### src/rtl/hovalaag_io_pkg.sv
// Shared types and constants for the Hovalaag host I/O bridge.
package hovalaag_io_pkg;

  localparam int WORD_W = 12;

  localparam logic CH_IN1  = 1'b0;
  localparam logic CH_IN2  = 1'b1;
  localparam logic CH_OUT1 = 1'b0;
  localparam logic CH_OUT2 = 1'b1;

  typedef struct packed {
    logic              sel;
    logic [WORD_W-1:0] data;
  } out_word_t;

endpackage

### src/rtl/hovalaag_fifo.sv
// Show-ahead synchronous FIFO; pops on empty are ignored and empty reads return zero.
module hovalaag_fifo #(
  parameter int WIDTH      = 12,
  parameter int DEPTH_LOG2 = 4
) (
  input  logic                  clk,
  input  logic                  rst_n,
  input  logic                  i_push,
  input  logic [WIDTH-1:0]      i_data,
  input  logic                  i_pop,
  output logic [WIDTH-1:0]      o_data,
  output logic                  o_full,
  output logic                  o_empty,
  output logic [DEPTH_LOG2:0]   o_count
);

  localparam int DEPTH = 1 << DEPTH_LOG2;
  localparam int CNT_W = DEPTH_LOG2 + 1;

  logic [WIDTH-1:0]      r_mem [DEPTH];
  logic [DEPTH_LOG2-1:0] r_wptr;
  logic [DEPTH_LOG2-1:0] r_rptr;
  logic [CNT_W-1:0]      r_count;
  logic                  w_pop_ok;
  logic                  w_push_ok;

  assign o_empty   = (r_count == '0);
  assign o_full    = (r_count == CNT_W'(DEPTH));
  assign o_count   = r_count;
  assign o_data    = o_empty ? '0 : r_mem[r_rptr];
  assign w_pop_ok  = i_pop && !o_empty;
  // A full FIFO can still take a write when its head leaves on the same edge.
  assign w_push_ok = i_push && (!o_full || w_pop_ok);

  always_ff @(posedge clk) begin
    if (w_push_ok) r_mem[r_wptr] <= i_data;
  end

  always_ff @(posedge clk or negedge rst_n) begin
    if (!rst_n) begin
      r_wptr  <= '0;
      r_rptr  <= '0;
      r_count <= '0;
    end else begin
      if (w_push_ok) r_wptr <= r_wptr + DEPTH_LOG2'(1);
      if (w_pop_ok)  r_rptr <= r_rptr + DEPTH_LOG2'(1);
      case ({w_push_ok, w_pop_ok})
        2'b10:   r_count <= r_count + CNT_W'(1);
        2'b01:   r_count <= r_count - CNT_W'(1);
        default: r_count <= r_count;
      endcase
    end
  end

endmodule

### src/rtl/hovalaag_io_bridge.sv
// Host-side bridge: two input FIFOs feeding the CPU IN ports, one tagged output FIFO.
module hovalaag_io_bridge
  import hovalaag_io_pkg::*;
#(
  parameter int DEPTH_LOG2 = 4
) (
  input  logic                clk,
  input  logic                rst_n,
  input  logic [11:0]         in_data,
  input  logic                in_sel,
  input  logic                in_valid,
  output logic                in_ready,
  output logic [11:0]         IN1,
  input  logic                IN1_adv,
  output logic [11:0]         IN2,
  input  logic                IN2_adv,
  input  logic [11:0]         OUT,
  input  logic                OUT_valid,
  input  logic                OUT_select,
  output logic [11:0]         out_data,
  output logic                out_sel,
  output logic                out_valid,
  input  logic                out_ready,
  output logic [DEPTH_LOG2:0] in1_count,
  output logic [DEPTH_LOG2:0] in2_count,
  output logic [DEPTH_LOG2:0] out_count,
  output logic                err_underflow1,
  output logic                err_underflow2,
  output logic                err_overflow,
  input  logic                err_clr
);

  logic      w_in1_full, w_in1_empty, w_in2_full, w_in2_empty;
  logic      w_out_full, w_out_empty;
  logic      w_push1, w_push2, w_out_pop, w_out_drop;
  out_word_t w_out_wr, w_out_rd;

  logic r_err_underflow1, r_err_underflow2, r_err_overflow;

  assign in_ready   = (in_sel == CH_IN2) ? !w_in2_full : !w_in1_full;
  assign w_push1    = in_valid && in_ready && (in_sel == CH_IN1);
  assign w_push2    = in_valid && in_ready && (in_sel == CH_IN2);

  assign out_valid  = !w_out_empty;
  assign w_out_pop  = out_valid && out_ready;
  assign w_out_drop = OUT_valid && w_out_full && !w_out_pop;
  assign w_out_wr   = '{sel: OUT_select, data: OUT};
  assign out_data   = w_out_rd.data;
  assign out_sel    = w_out_rd.sel;

  hovalaag_fifo #(.WIDTH(WORD_W), .DEPTH_LOG2(DEPTH_LOG2)) u_in1 (
    .clk(clk), .rst_n(rst_n), .i_push(w_push1), .i_data(in_data), .i_pop(IN1_adv),
    .o_data(IN1), .o_full(w_in1_full), .o_empty(w_in1_empty), .o_count(in1_count)
  );

  hovalaag_fifo #(.WIDTH(WORD_W), .DEPTH_LOG2(DEPTH_LOG2)) u_in2 (
    .clk(clk), .rst_n(rst_n), .i_push(w_push2), .i_data(in_data), .i_pop(IN2_adv),
    .o_data(IN2), .o_full(w_in2_full), .o_empty(w_in2_empty), .o_count(in2_count)
  );

  hovalaag_fifo #(.WIDTH($bits(out_word_t)), .DEPTH_LOG2(DEPTH_LOG2)) u_out (
    .clk(clk), .rst_n(rst_n), .i_push(OUT_valid), .i_data(w_out_wr), .i_pop(w_out_pop),
    .o_data(w_out_rd), .o_full(w_out_full), .o_empty(w_out_empty), .o_count(out_count)
  );

  // New error events win over a same-cycle clear.
  always_ff @(posedge clk or negedge rst_n) begin
    if (!rst_n) begin
      r_err_underflow1 <= 1'b0;
      r_err_underflow2 <= 1'b0;
      r_err_overflow   <= 1'b0;
    end else begin
      if (IN1_adv && w_in1_empty) r_err_underflow1 <= 1'b1;
      else if (err_clr)           r_err_underflow1 <= 1'b0;
      if (IN2_adv && w_in2_empty) r_err_underflow2 <= 1'b1;
      else if (err_clr)           r_err_underflow2 <= 1'b0;
      if (w_out_drop)             r_err_overflow   <= 1'b1;
      else if (err_clr)           r_err_overflow   <= 1'b0;
    end
  end

  assign err_underflow1 = r_err_underflow1;
  assign err_underflow2 = r_err_underflow2;
  assign err_overflow   = r_err_overflow;

endmodule

### config.mk
export PLATFORM = sky130hd
export DESIGN_NAME = hovalaag_io_bridge
export DESIGN_NICKNAME = d
export VERILOG_FILES = /design/src/rtl/hovalaag_io_pkg.sv /design/src/rtl/hovalaag_fifo.sv /design/src/rtl/hovalaag_io_bridge.sv
export SDC_FILE = /design/constraint.sdc
export NUM_CORES = 1
export LEC_CHECK = 0
export BUFFER_PORTS_ARGS = -buffer_cell sky130_fd_sc_hd__buf_4
export CORE_ASPECT_RATIO = 1.2
export CORE_MARGIN = 2
export CORE_UTILIZATION = 40
export DETAILED_ROUTE_END_ITERATION = 8
export PLACE_DENSITY_LB_ADDON = 0.2
export SYNTH_ARGS = -nofsm -noshare
export SYNTH_HDL_FRONTEND = slang
export SYNTH_SLANG_ARGS = --single-unit
### constraint.sdc
create_clock -name clk -period 2.75 [get_ports clk]
set_input_delay 0 -clock clk [delete_from_list [all_inputs] [get_ports clk]]
set_output_delay 0 -clock clk [all_outputs]
set_load 0.02 [all_outputs]
### Word level (Yosys, flattened, before mapping)

Memory sizes are Yosys's and may differ from the RTL's.
Index checks and enable logic that the tools add are counted.

| operators by class | value |
|---|---|
| reductions and logical operators | 33 |
| multiplexer cells | 17 |
| bitwise operators | 1 |
| equality and inequality tests | 9 |
| $add $sub $neg | 12 |

Operator list:

| operator | count |
|---|---|
| $pmux W5 S2 | 3 |
| $add A4 B1 Y4 const B | 6 |
| $mux W12 | 2 |
| $add A5 B1 Y5 const B | 3 |
| $eq A5 B5 Y1 const B | 3 |
| $logic_not A5 Y1 | 3 |
| $sub A5 B1 Y5 const B | 3 |
| $logic_and A1 B1 Y1 | 14 |
| $mux W13 | 1 |
| $reduce_bool A2 Y1 | 6 |
| $mux W1 | 11 |
| $logic_not A1 Y1 | 7 |
| $eq A2 B1 Y1 const B | 3 |
| $eq A2 B2 Y1 const B | 3 |
| $logic_or A1 B1 Y1 | 3 |
| $not A1 Y1 | 1 |

| word-level totals | value |
|---|---|
| flip-flop bits (word level) | 42 |
| memory bits (writable) | 592 |
| memories kept | 3 |

Memories:

| name | depth | width | rd ports | clocked after Yosys merged registers in | wr ports | RTL line | source |
|---|---|---|---|---|---|---|---|
| u_out.r_mem | 16 | 13 | 1 | 0 | 1 | hovalaag_fifo.sv:20 | `logic [WIDTH-1:0] r_mem [DEPTH];` |
| u_in1.r_mem | 16 | 12 | 1 | 0 | 1 | hovalaag_fifo.sv:20 |  |
| u_in2.r_mem | 16 | 12 | 1 | 0 | 1 | hovalaag_fifo.sv:20 |  |

### Longest topological paths before layout

| logic depth | value |
|---|---|
| depth after elaboration | 8 |
| depth in mapped cells | 13 |

### Hierarchy

From an unflattened synthesis, not the netlist that was laid out.

| unflattened totals | value |
|---|---|
| cells, all modules | 1252 |
| area total of the unflattened synthesis | 25632.1 um2 |

Modules (own cells, without submodules):

| module | cells an instance | area an instance (um2) | times used |
|---|---|---|---|
| hovalaag_fifo at u_in1 ... | 403 | 8266.7 | 2 |
| hovalaag_fifo at u_out | 428 | 8936.1 | 1 |
| hovalaag_io_bridge | 18 | 162.7 | 1 |

### Least setup slack after synthesis

Ideal clock, no wire load.

| timing | value |
|---|---|
| path type | flip-flop to flip-flop |
| from | register u_out.r_count[1], in the netlist u_out.o_count[1] |
| to | register u_out.r_count[4], in the netlist u_out.o_count[4] |
| buffers on the path | 1 |
| required time | 2.596 ns |
| stages on the path, launching flop included | 12 |
| setup time | 0.154 ns |
| data arrival time | 2.837 ns |
| setup slack | -0.242 ns |
| cells stage by stage | dfrtp_1 > or4_4 > or2_1 > buf_2 > nand2_2 > inv_1 > ha_1 > ha_1 > nor2b_1 > o21a_1 > o311ai_0 > o311ai_0 |

| between the ends | value |
|---|---|
| longest elaborated chain between the ends | 8 |
| elaborated cells on any way between the ends | 14 |

RTL lines:

| what | RTL line | source |
|---|---|---|
| start: declaration | hovalaag_fifo.sv:23 | `logic [CNT_W-1:0] r_count;` |
| start signal: assignment | hovalaag_fifo.sv:48 | `2'b10: r_count <= r_count + CNT_W'(1);` |
| start signal: assignment | hovalaag_fifo.sv:49 | `2'b01: r_count <= r_count - CNT_W'(1);` |
| start signal: assignment | hovalaag_fifo.sv:50 | `default: r_count <= r_count;` |
| $logic_not A5 Y1 (*) | hovalaag_fifo.sv:27 | `assign o_empty = (r_count == '0);` |
| $logic_not A1 Y1 (*) | hovalaag_fifo.sv:31, hovalaag_io_bridge.sv:44 |  |
| $logic_and A1 B1 Y1 | hovalaag_io_bridge.sv:45 | `assign w_out_pop = out_valid && out_ready;` |
| $logic_and A1 B1 Y1 (*) | hovalaag_fifo.sv:31 | `assign w_pop_ok = i_pop && !o_empty;` |
| via u_out.w_pop_ok | hovalaag_fifo.sv:24 | `logic w_pop_ok;` |
| $logic_or A1 B1 Y1 | hovalaag_fifo.sv:33 | `assign w_push_ok = i_push && (!o_full \|\| w_pop_ok);` |
| $logic_and A1 B1 Y1 | hovalaag_fifo.sv:33 |  |
| $eq A2 B1 Y1 / $eq A2 B2 Y1 (equally long branches) | hovalaag_fifo.sv:47 | `case ({w_push_ok, w_pop_ok})` |
| $pmux W5 S2 / $reduce_bool A2 Y1 (equally long branches) | n/a |  |

Mark *: on every way through the listed nets, which the timed path passes. The rest lies on a longest branch.
A chain may end at the register's enable or synchronous reset.

### Worst setup path in the final report

| timing | value |
|---|---|
| from | register u_out.r_count[0], in the netlist u_out.o_count[0] |
| to | register u_out.r_count[3], in the netlist u_out.o_count[3] |

The elaborated chain is that of the path after synthesis.

==> impl_results.md <==
* Run status: completed
* Top cells by area in the synthesized netlist: edfxtp_1, mux4_2, dfrtp_1
* Synthesized area divided by synthesized cell count at 20.29 um^2
* Number of synthesized register bits at 634
* Post-synth top area cell: edfxtp_1
* Floorplan die area at 66120 um^2
* Most frequently used cell type in the post-synthesis netlist: edfxtp_1
* Worst slack, placed at 0.05829 ns
* WP data required at 3.19 ns
* Yosys warnings at 0
* CTS tree: built
* Fmax at 377.7 MHz
* Vias at 12532
* Critical Path Sink Type: flop
* Remaining max-slew budget at the tightest pin at 0.4379
* Clock-pin slew on the worst setup and hold paths at 0.06 ns
* Final TNS setup at 0 ns
* Die height at 281.3 um
* Critical path class: flop to flop
* Synthesis-to-layout area growth at 18.43%
* Post-route met1 wirelength at 24.69 mm
* Power density of the placed cells at 1043 nW/um^2
* Instance count of the mapped netlist at 1263
* WP data arrival at 3.09 ns
* Crit path launch type: flop
* Total I/O pin count at 91
* Classification of the worst-slack hold path: primary input to flop
* Area inside the core boundary at 63310 um^2
* Post-detailed-routing wire length at 55.40 mm
* Antenna cell count at 0
* Maximum number of pins on one net before global-route repair at 43
* Synth Flop Type: edfxtp_1
* Iteration-0 DRC count of the detailed router at 755
* Final critical-path share of the clock period at 0.9627
* Final critical-path required period at 2.647 ns
* Number of fillers in the final layout at 5178
* Leftover overflow at the end of global routing at 0
* Detailed placement HPWL at 33.21 mm
* # DRC at 0
* Number of global-route vias before repair at 13081
* Router iterations before antenna repair at 4
* Sum of met3 wire segment lengths after detailed routing at 2.029 mm
* Nets at 1537
* Final number of hold-violating endpoints at 0
* Per-cell routed wire length at 23.59 um
* P_leak at 10.17 nW
* Total routing usage reported by global routing at 0.1694
* Clock sinks at 634
* Synth cell types at 60
* Initial antenna violation count at 1
* Share of layout cells above drive strength 1 at 0.3180
* Number of slew-limit violations in the final report at 0
* Number of placement rows at 101
* Final clock skew at 0.02514 ns
* First-pass GRT wire length at 83.70 mm
* Synthesized net count at 1325
* Library cell used as clock root buffer: clkbuf_16
* Max-cap viol count at 0
* Final worst slack at 0.1026 ns
* Slew of the pin with the lowest slew margin at 0.8431 ns
* Weighted congestion reported at the end of routability-driven placement at 0.7388
* Count of flip-flops with a built-in enable after synthesis at 592
* Critical-path maximum fanout at 6
* Cell types with the highest counts after synthesis: edfxtp_1, mux4_2, a21oi_1, dfrtp_1, mux2_2
* Effective utilization at floorplan at 0.4048
* Largest vdd supply drop at 938.3 uV
* Top layer in use: met4
* CTS H-tree lvls at 3
* Met2 routed WL at 27.61 mm
* Fraction of post-synthesis cell area in the top cell type by area at 0.6937
* Post-Syn Area at 25630 um^2
* Setup violators final at 0
* Maximum count of clock buffers along a single path at 3
* Width of the chip at 235.1 um
* Sequential-to-total area share from yosys stat at 0.7347
* Number of nets with antenna violations after routing at 0
* Proportion of synthesized flip-flops having asynchronous set or reset at 0.06625
* Via-to-Cell Ratio at 5.335
* Source-to-sink clock delay at the later pin of the worst-skew pair at 0.59 ns
* Number of buffer cells added on primary ports at 90
* Setup repair after global routing missed its margin: true
* Number of buffers created by CTS at 68
[critical path: stages (launching register included)]
cell and delay [ns]:
dfrtp_2 0.39, or4_4 0.55, or2_4 0.26, nand2_4 0.08, inv_1 0.06, ha_4 0.19, buf_4 0.14, ha_1 0.26
a21o_1 0.17, a21oi_1 0.17, xor2_1 0.15, o21ai_0 0.10
[power breakdown]
group | switching, W | internal [W] | total, W
logic | 0.00564 | 0.00505 | 0.0107
clock network | 0.00361 | 0.00516 | 0.00877
registers | 0.000738 | 0.0115 | 0.0122
total | 0.00998 | 0.0217 | 0.0317
[kinds of logic (layout without fill, tap and decap cells)]
| family | count (synthesis) | count (layout) | synth area share |
|---|---|---|---|
| flip-flops | 634 | 634 | 0.7347 |
| AND/OR/NAND/NOR | 125 | 125 | 0.02832 |
| buffers and inverters | 103 | 365 | 0.02138 |
| multiplexers | 227 | 227 | 0.1656 |
| adder cells (fa/ha/maj) | 28 | 28 | 0.01396 |
| XOR/XNOR | 29 | 29 | 0.009911 |
| AO/OA/AOI/OAI | 117 | 117 | 0.02612 |
[flip-flops by register name, summed over array words and instances (netlist names), 5 cells and up]
| signal | count |
|---|---|
| u_in1.o_count | 5 |
| u_out.r_mem | 208 |
| u_in2.o_count | 5 |
| u_in2.r_mem | 192 |
| u_out.o_count | 5 |
| u_in1.r_mem | 192 |
[final timing paths]
path,cells past startpoint,from,endpoint,slack [ns]
max,11,u_out.o_count[0],u_out.o_count[3],0.10
min,5,in_sel,u_in1.r_wptr[0],0.26
max reg2reg,11,u_out.o_count[0],u_out.o_count[3],0.10
min reg2reg,2,u_out.o_count[0],u_out.o_count[0],0.58
max in group asynchronous,4,rst_n,u_in1.r_wptr[1],1.31
min in group asynchronous,3,rst_n,u_in1.r_wptr[2],0.52
[cells in the final DEF (no fill, tap or decap), drive strengths merged, types with 24 or more instances in the layout]
| cell type | netlist | layout |
|---|---|---|
| buf | 52 | 175 |
| mux2i | 37 | 37 |
| nand2 | 24 | 24 |
| dlygate4sd3 | 0 | 37 |
| o21ai | 50 | 50 |
| ha | 27 | 27 |
| a21oi | 43 | 43 |
| clkbuf | 19 | 88 |
| mux4 | 148 | 148 |
| edfxtp | 592 | 592 |
| dfrtp | 42 | 42 |
| inv | 31 | 31 |
| mux2 | 42 | 42 |
[repair_timing]
item / in CTS / in global routing
setup buffers: 2 / 5
cloned: 0 / 1
endpoints found under the hold margin: 657 / 0
hold buffers: 37 / 0
endpoints found under the setup margin: 8 / 8
pin swaps: 0 / 8
resized for setup: 2 / 12
[layer usage]
| metal | track usage | up-vias |
|---|---|---|
| met5 | 0 | - |
| li1 | - | 5582 |
| met4 | 0.05063 | 0 |
| met2 | 0.2831 | 253 |
| met1 | 0.2307 | 6623 |
| met3 | 0.02613 | 74 |
[layout make-up]
type | instances | area, um^2 | area share
repair buffers | 213 | 1808 | 0.05957
clock inverters | 33 | 304.0 | 0.01002
clock buffers | 87 | 1826 | 0.06015
inverters | 32 | 121.4 | 0.003999
multi-input cells | 526 | 6412 | 0.2113
well taps | 824 | 1031 | 0.03397
flip-flops and latches | 634 | 18850 | 0.6210
[per-stage QoR]
step                  util  hold slack, ns  std cells  cell area, um^2  power [W]
floorplan                -         -0.2956       1263            25660    0.01928
global placement    0.4377         0.08699       2184            27710    0.02292
detailed placement  0.4377         0.09314       2184            27710    0.02300
CTS                 0.4775          0.2416       2343            30230    0.03196
global route        0.4794          0.2956       2349            30350    0.03320
finish              0.4794          0.2613       2349            30350    0.03167
Power figures use the tool's default switching activity.
